### src/rtl/serial_rb_loader.sv
// serial_rb_loader: framed serial address+data receiver driving a register bank write strobe
module serial_rb_loader #(
   parameter int AW = 3,
   parameter int DW = 18,
   parameter int NPKT = 8,
   parameter int PARITY_EN = 1
) (
   input  logic                      clk,
   input  logic                      rst,
   input  logic                      sen,
   input  logic                      sd,
   output logic                      rb_rw,
   output logic [AW-1:0]             rb_a,
   output logic [DW-1:0]             rb_d,
   output logic                      done,
   output logic                      err_parity,
   output logic                      err_frame,
   output logic [$clog2(NPKT+1)-1:0] pkt_cnt
);
   localparam int W = AW + DW;
   localparam int CW = $clog2(W + 1);
   localparam int PW = $clog2(NPKT + 1);
   localparam logic [CW-1:0] A_LAST = CW'(AW - 1);
   localparam logic [CW-1:0] P_LAST = CW'(W - 1);
   localparam logic [PW-1:0] N_LAST = PW'(NPKT - 1);
   localparam logic [2:0] IDLE = 3'd0, ADDR = 3'd1, DATA = 3'd2, PAR = 3'd3, WRITE = 3'd4, ERR_P = 3'd5, DONE = 3'd6;

   logic [2:0]    state, nxt;
   logic [CW-1:0] bc;
   logic [W-1:0]  sh;
   logic          par;
   logic          shifting, in_frame;

   assign shifting = sen && (state == IDLE || state == ADDR || state == DATA);
   assign in_frame = state == ADDR || state == DATA || state == PAR;

   // next state: bit counter decides field boundaries, sen drop aborts a frame
   always_comb begin
      nxt = state;
      case (state)
         IDLE:    nxt = !sen ? IDLE : AW == 1 ? DATA : ADDR;
         ADDR:    nxt = !sen ? IDLE : bc == A_LAST ? DATA : ADDR;
         DATA:    nxt = !sen ? IDLE : bc != P_LAST ? DATA : PARITY_EN != 0 ? PAR : WRITE;
         PAR:     nxt = !sen ? IDLE : (par ^ sd) ? ERR_P : WRITE;
         WRITE:   nxt = pkt_cnt == N_LAST ? DONE : IDLE;
         ERR_P:   nxt = IDLE;
         DONE:    nxt = DONE;
         default: nxt = IDLE;
      endcase
   end

   // state register plus internal shift register, bit counter and running parity
   always_ff @(posedge clk) begin
      if (rst) begin
         state <= IDLE;
         bc    <= '0;
         sh    <= '0;
         par   <= 1'b0;
      end else begin
         state <= nxt;
         if (shifting) begin
            sh  <= {sh[W-2:0], sd};
            par <= (state != IDLE && par) ^ sd;
            bc  <= state == IDLE ? CW'(1) : bc + CW'(1);
         end
      end
   end

   // registered outputs: strobe and bank data only change on a completed packet
   always_ff @(posedge clk) begin
      if (rst) begin
         rb_rw      <= 1'b1;
         rb_a       <= '0;
         rb_d       <= '0;
         done       <= 1'b0;
         err_parity <= 1'b0;
         err_frame  <= 1'b0;
         pkt_cnt    <= '0;
      end else begin
         rb_rw      <= state != WRITE;
         done       <= state == DONE;
         err_parity <= err_parity || state == ERR_P;
         err_frame  <= err_frame || (in_frame && !sen);
         if (state == WRITE) begin
            rb_a    <= sh[W-1:DW];
            rb_d    <= sh[DW-1:0];
            pkt_cnt <= pkt_cnt + PW'(1);
         end
      end
   end
endmodule

### config.mk
export PLATFORM = sky130hd
export DESIGN_NAME = serial_rb_loader
export DESIGN_NICKNAME = d
export VERILOG_FILES = /design/src/rtl/serial_rb_loader.sv
export SDC_FILE = /design/constraint.sdc
export NUM_CORES = 1
export LEC_CHECK = 0
export BUFFER_PORTS_ARGS = -buffer_cell sky130_fd_sc_hd__buf_2
export CORE_MARGIN = 2
export CORE_UTILIZATION = 50
export CTS_CLUSTER_SIZE = 8
export DETAILED_ROUTE_END_ITERATION = 10
export PLACE_DENSITY = 0.79
export SLEW_MARGIN = 30
export SYNTH_ARGS = -nofsm -noshare
export SYNTH_HDL_FRONTEND = slang
export SYNTH_SLANG_ARGS = --single-unit
### constraint.sdc
create_clock -name clk -period 1.5 [get_ports clk]
set_input_delay 0.3 -clock clk [delete_from_list [all_inputs] [get_ports clk]]
set_output_delay 0.3 -clock clk [all_outputs]
set_load 0.02 [all_outputs]
* After elaboration in Yosys (flattened, before gate mapping)
Cells that the tools add are included.
** Storage, ports and cells
- Bits of input ports :: 4
- Output and inout bits :: 29
- Word-level logic and storage cells :: 47
- Register bits :: 59
** Cells by class
- Bitwise logic cells :: 2
- Eq/ne operators :: 10
- Reduce and logical (&&, ||, !) cells :: 12
- Add/sub/neg operators :: 2
- Mux-type cells :: 10
** Operators with widths (number)
- $pmux 3 s6 :: 1
- $eq 3x3->1 const B :: 3
- $eq 3x2->1 const B :: 2
- $logic_or 1x1->1 :: 6
- $mux 2 :: 3
- $mux 3 :: 2
- $add 5x1->5 const B :: 1
- $eq 5x2->1 const B :: 1
- $mux 5 :: 1
- $ne 5x5->1 const B :: 1
- $add 4x1->4 const B :: 1
- $eq 4x3->1 const B :: 1
- $eq 3x1->1 const B :: 1
- $logic_and 1x1->1 :: 3
- $logic_not 3->1 :: 1
- $mux 1 :: 3
- $ne 3x3->1 const B :: 1
- $reduce_bool 3->1 :: 1
- $xor 1x1->1 :: 2
- $logic_not 1->1 :: 1

* Logic depth before layout (Yosys ltp)
- Depth in word-level cells :: 5
- Mapped depth :: 6
- Depth with buffers taken out :: 5

* Worst setup path after synthesis
Ideal clock, no wire load.
- Path kind :: register to register
- From :: reg state[0]
- To :: reg pkt_cnt[3]
- Buffers on the path :: 2
- Setup slack :: 0.072 ns
- Required time :: 1.430 ns
- Period minus slack after synthesis :: 1.428 ns
- Data arrival time :: 1.358 ns
- Setup time :: 0.070 ns
- Cell stages (with the launch flop) :: 6
- Cells stage by stage :: dfxtp_1 buf_6 or3b_1 buf_2 or3_1 a21oi_1
** Between the ends
- Cells in the longest elaborated chain, start to end :: 1
** RTL lines
- start: declaration :: line 28 : logic [2:0] state, nxt;
- start signal: assignment :: line 60 : state <= nxt;
- $eq 3x3->1 :: line 84 : if (state == WRITE) begin
- end signal: assignment :: line 87 : pkt_cnt <= pkt_cnt + PW'(1);
- end: declaration :: line 18 : output logic [$clog2(NPKT+1)-1:0] pkt_cnt
Every way passes these cells.
A chain may end at the register's enable or synchronous reset.

* Final worst setup path
- From :: reg state[0]
- To :: reg state[0]
** Between the ends
- Cells in the longest elaborated chain, start to end :: 2
- Elaborated cells on any way between the ends :: 7
- Those cells by class :: eq/ne: 5; mux: 1; reduce/logical: 1
** RTL lines
- $eq 3x3->1, or another cell as far along :: line 40 : case (state)
- $pmux 3 s6 (*) :: line 40
Mark *: on every way between the ends. The rest lies on a longest branch, timed or not.

==> impl_metrics.toml <==
[power_and_ir_drop]
power_density_nw_per_um2 = 1041
switching_power_uw = 735.9
intPower_mw = 2.209
max-vdd-ir-drop_mv = 0.5279
clkPwrFrac = 0.420
swShare = 0.2499
p_comb_frac = 0.041
p_leak_nw = 1.074
power.total_mw = 2.945
p_seq_frac = 0.539

[route]
drtIter0Drc = 193
drc = 0
vias = 2139
viasPerCell = 5.629
totalWireLength_um = 5309
wl_per_cell_um = 13.97
dr.pass1.iters = 4
detail-route-antenna-nets = 0

[timing]
setup_tns_ns = 0
timing.hold.ws_ns = 0.2585
max_freq_mhz = 677.9
rsz0062_at_grt = "yes"
hold_viol = 0
worst_slack_ns = 0.02488
max-slew-margin-rel = 0.7468
period_share = 0.9834
tightest_slew_ns = 0.3782
setup_viol = 0
period_minus_slack_ns = 1.475
clock_skew_ns = 0.006804
slew_viol_final = 0

[critical_path]
crit_path_max_incr_delay_ns = 0.56
cp_max_fo = 7
worst-path-buf-inv = 1
cp-end-kind = "flip-flop"
required_ns = 1.72
start_kind = "flip-flop"
cp_cell_sequence = "buf_6 > or4bb_4 > nor3_4 > a2111oi_2"
critPathTopFamily = "simple AND/OR/NAND/NOR gates"
cp.arrival_ns = 1.69
slowest_stage = "or4bb_4"
crit_type = "flip-flop to flip-flop"
rrSetupSlack_ns = 0.02

[synthesis]
yosys-top-cells-area = "dfxtp_1 (50%), a21oi_1 (11%), nand2_1 (7.4%)"
synthAdderAreaFrac = 0.02111
synth_top_family_by_area = "compound AO/OA/AOI/OAI gates"
synth_cells = 286
synth_xor_xnor_area_share = 0.01108
ys_seq_elements = 59
synth_edf_count = 0
synth_area_um2 = 2371
synth-compound-area-share = 0.2026
synth_top_area_cell = "dfxtp_1"
async_reset_ff_frac = 0
syn-num-nets = 294
synthMuxAreaShare = 0.004222
synth_ff_type = "dfxtp_1"
yosysWarnings = 0
synth_seq_area_share = 0.4982
yosys.area_share.simple = 0.2005
yosysTopAreaCellShare = 0.4982
avgSynthCellArea_um2 = 8.290
ys_types = 40

[floorplan]
dieArea_um2 = 5309
fp.dieH_um = 72.86
rows = 25
die_width_um = 72.86
pin_count = 33
initial_core_util = 0.5087
core_um2 = 4661

[clocking]
cts-root-buf = "clkbuf_8"
clock_latency_ns = 0.34
htreeDepth = 3
cts_max_path_buffers = 2
clock-sinks = 59
cts.reportedPaths.clkPinSlew_ns = 0.07
cts_buffers = 9
cts_tree = "done"

[cells_and_area]
fillCellCount = 405
final_common_cell = "dfxtp_1"
antenna_cells = 0
area_delta_synth_final_pct = 19.26
layout_common_cells = "dfxtp_1 (55), a21oi_1 (51), nand2_1 (47)"
stdcell_area_um2 = 2828
nets = 329
fin_cells = 380
post_route_cells_drive_above_1_share = 0.2423
fin_util = 0.6067

[global_routing]
grt_pass1_vias = 1874
overflow = 0
grt_first_pass_wirelength_um = 8321
antenna_found_initial = 0
grt_max_degree = 26
grt_use_total = 0.2025

[placement]
dp_cells = 361
pre_cts_slack_ns = -0.06665
place_congestion = 0.8164
io_buffers = 32
dpl-instance-area_um2 = 2594
dpl.hpwl_um = 3325

[flow_run]
cap_violations = 0

[run_status]
status = "finished, final reports clean"

[worst_hold_path]
hp-class = "input pin to flip-flop"
[logic make-up (layout without fill, tap and decap cells)]
group	Yosys count	in the layout
AND/OR/NAND/NOR	96	96
buffers and inverters	34	74
flip-flops	59	59
XOR/XNOR	3	3
multiplexers	1	1
adder cells (fa/ha/maj)	4	4
AO/OA/AOI/OAI	89	89
[cell type report]
class                           count  area, um2  area share
Clock buffer                        9      123.9     0.04381
Clock inverter                      7      45.04     0.01593
Inverter                            8      30.03     0.01062
Multi-Input combinational cell    193       1070      0.3783
Sequential cell                    59       1189      0.4204
Tap cell                           54      67.56     0.02389
Timing Repair Buffer               50      302.8      0.1071
[power groups by stage]
stage	clock, mW	sequential (mW)	combinational, mW
6_report	1.24	1.59	0.120
5_1_grt	1.32	1.59	0.132
4_1_cts	1.26	1.59	0.108
3_5_place_dp	0	1.62	0.107
3_3_place_gp	0	1.62	0.106
2_1_floorplan	0	1.62	0.0780
[tightest hold or removal path: cells and delay by family]
| kind | cells | cell delay, ns |
|---|---|---|
| buffers and inverters | 1 | 0.13 |
| and+or+nand+nor | 1 | 0.08 |
| AOI/OAI and AO/OA | 1 | 0.06 |
[worst paths after layout]
kind | from | end | cells past startpoint
worst min-delay path | sen | state[2]$_SDFF_PP0_ | 3
worst max register to register | state[0]$_SDFF_PP0_ | state[0]$_SDFF_PP0_ | 4
worst min register to register | rb_d[17]$_SDFFE_PP0P_ | rb_d[17]$_SDFFE_PP0P_ | 2
worst max-delay path | state[0]$_SDFF_PP0_ | state[0]$_SDFF_PP0_ | 4
[registers in the layout, summed over array words and instances (netlist names)]
register and count:
bc 5, done 1, err_frame 1, err_parity 1, par 1, pkt_cnt 4, rb_a 3, rb_d 18
rb_rw 1, sh 21, state 3
[Yosys cell counts, drive strengths merged (2+ instances only)]
cell	instances
o21ai	26
xor2	2
or4	3
dfxtp	59
nand3	24
a21oi	51
and3b	2
inv	8
buf	5
nand2	47
nor3	3
ha	4
clkbuf	21
or3	2
o211ai	2
nor2	4
o31ai	3
[repair_timing]
item                       4_1_cts  5_1_grt
pin swaps                        0        3
resized for setup                2       12
buffers inserted                 0        3
setup endpoints to repair        2        4
hold buffers                     0        0
gates cloned                     0        0
[routing by layer]
| metal | vias to the layer above | share of wire | global-route usage |
|---|---|---|---|
| met5 | - | 0 | 0 |
| met4 | 0 | 0.022 | 0.1235 |
| met3 | 11 | 0.058 | 0.04972 |
| met2 | 82 | 0.47 | 0.3040 |
| met1 | 980 | 0.45 | 0.2617 |
| li1 | 1066 | - | - |
Power figures use the tool's default switching activity.
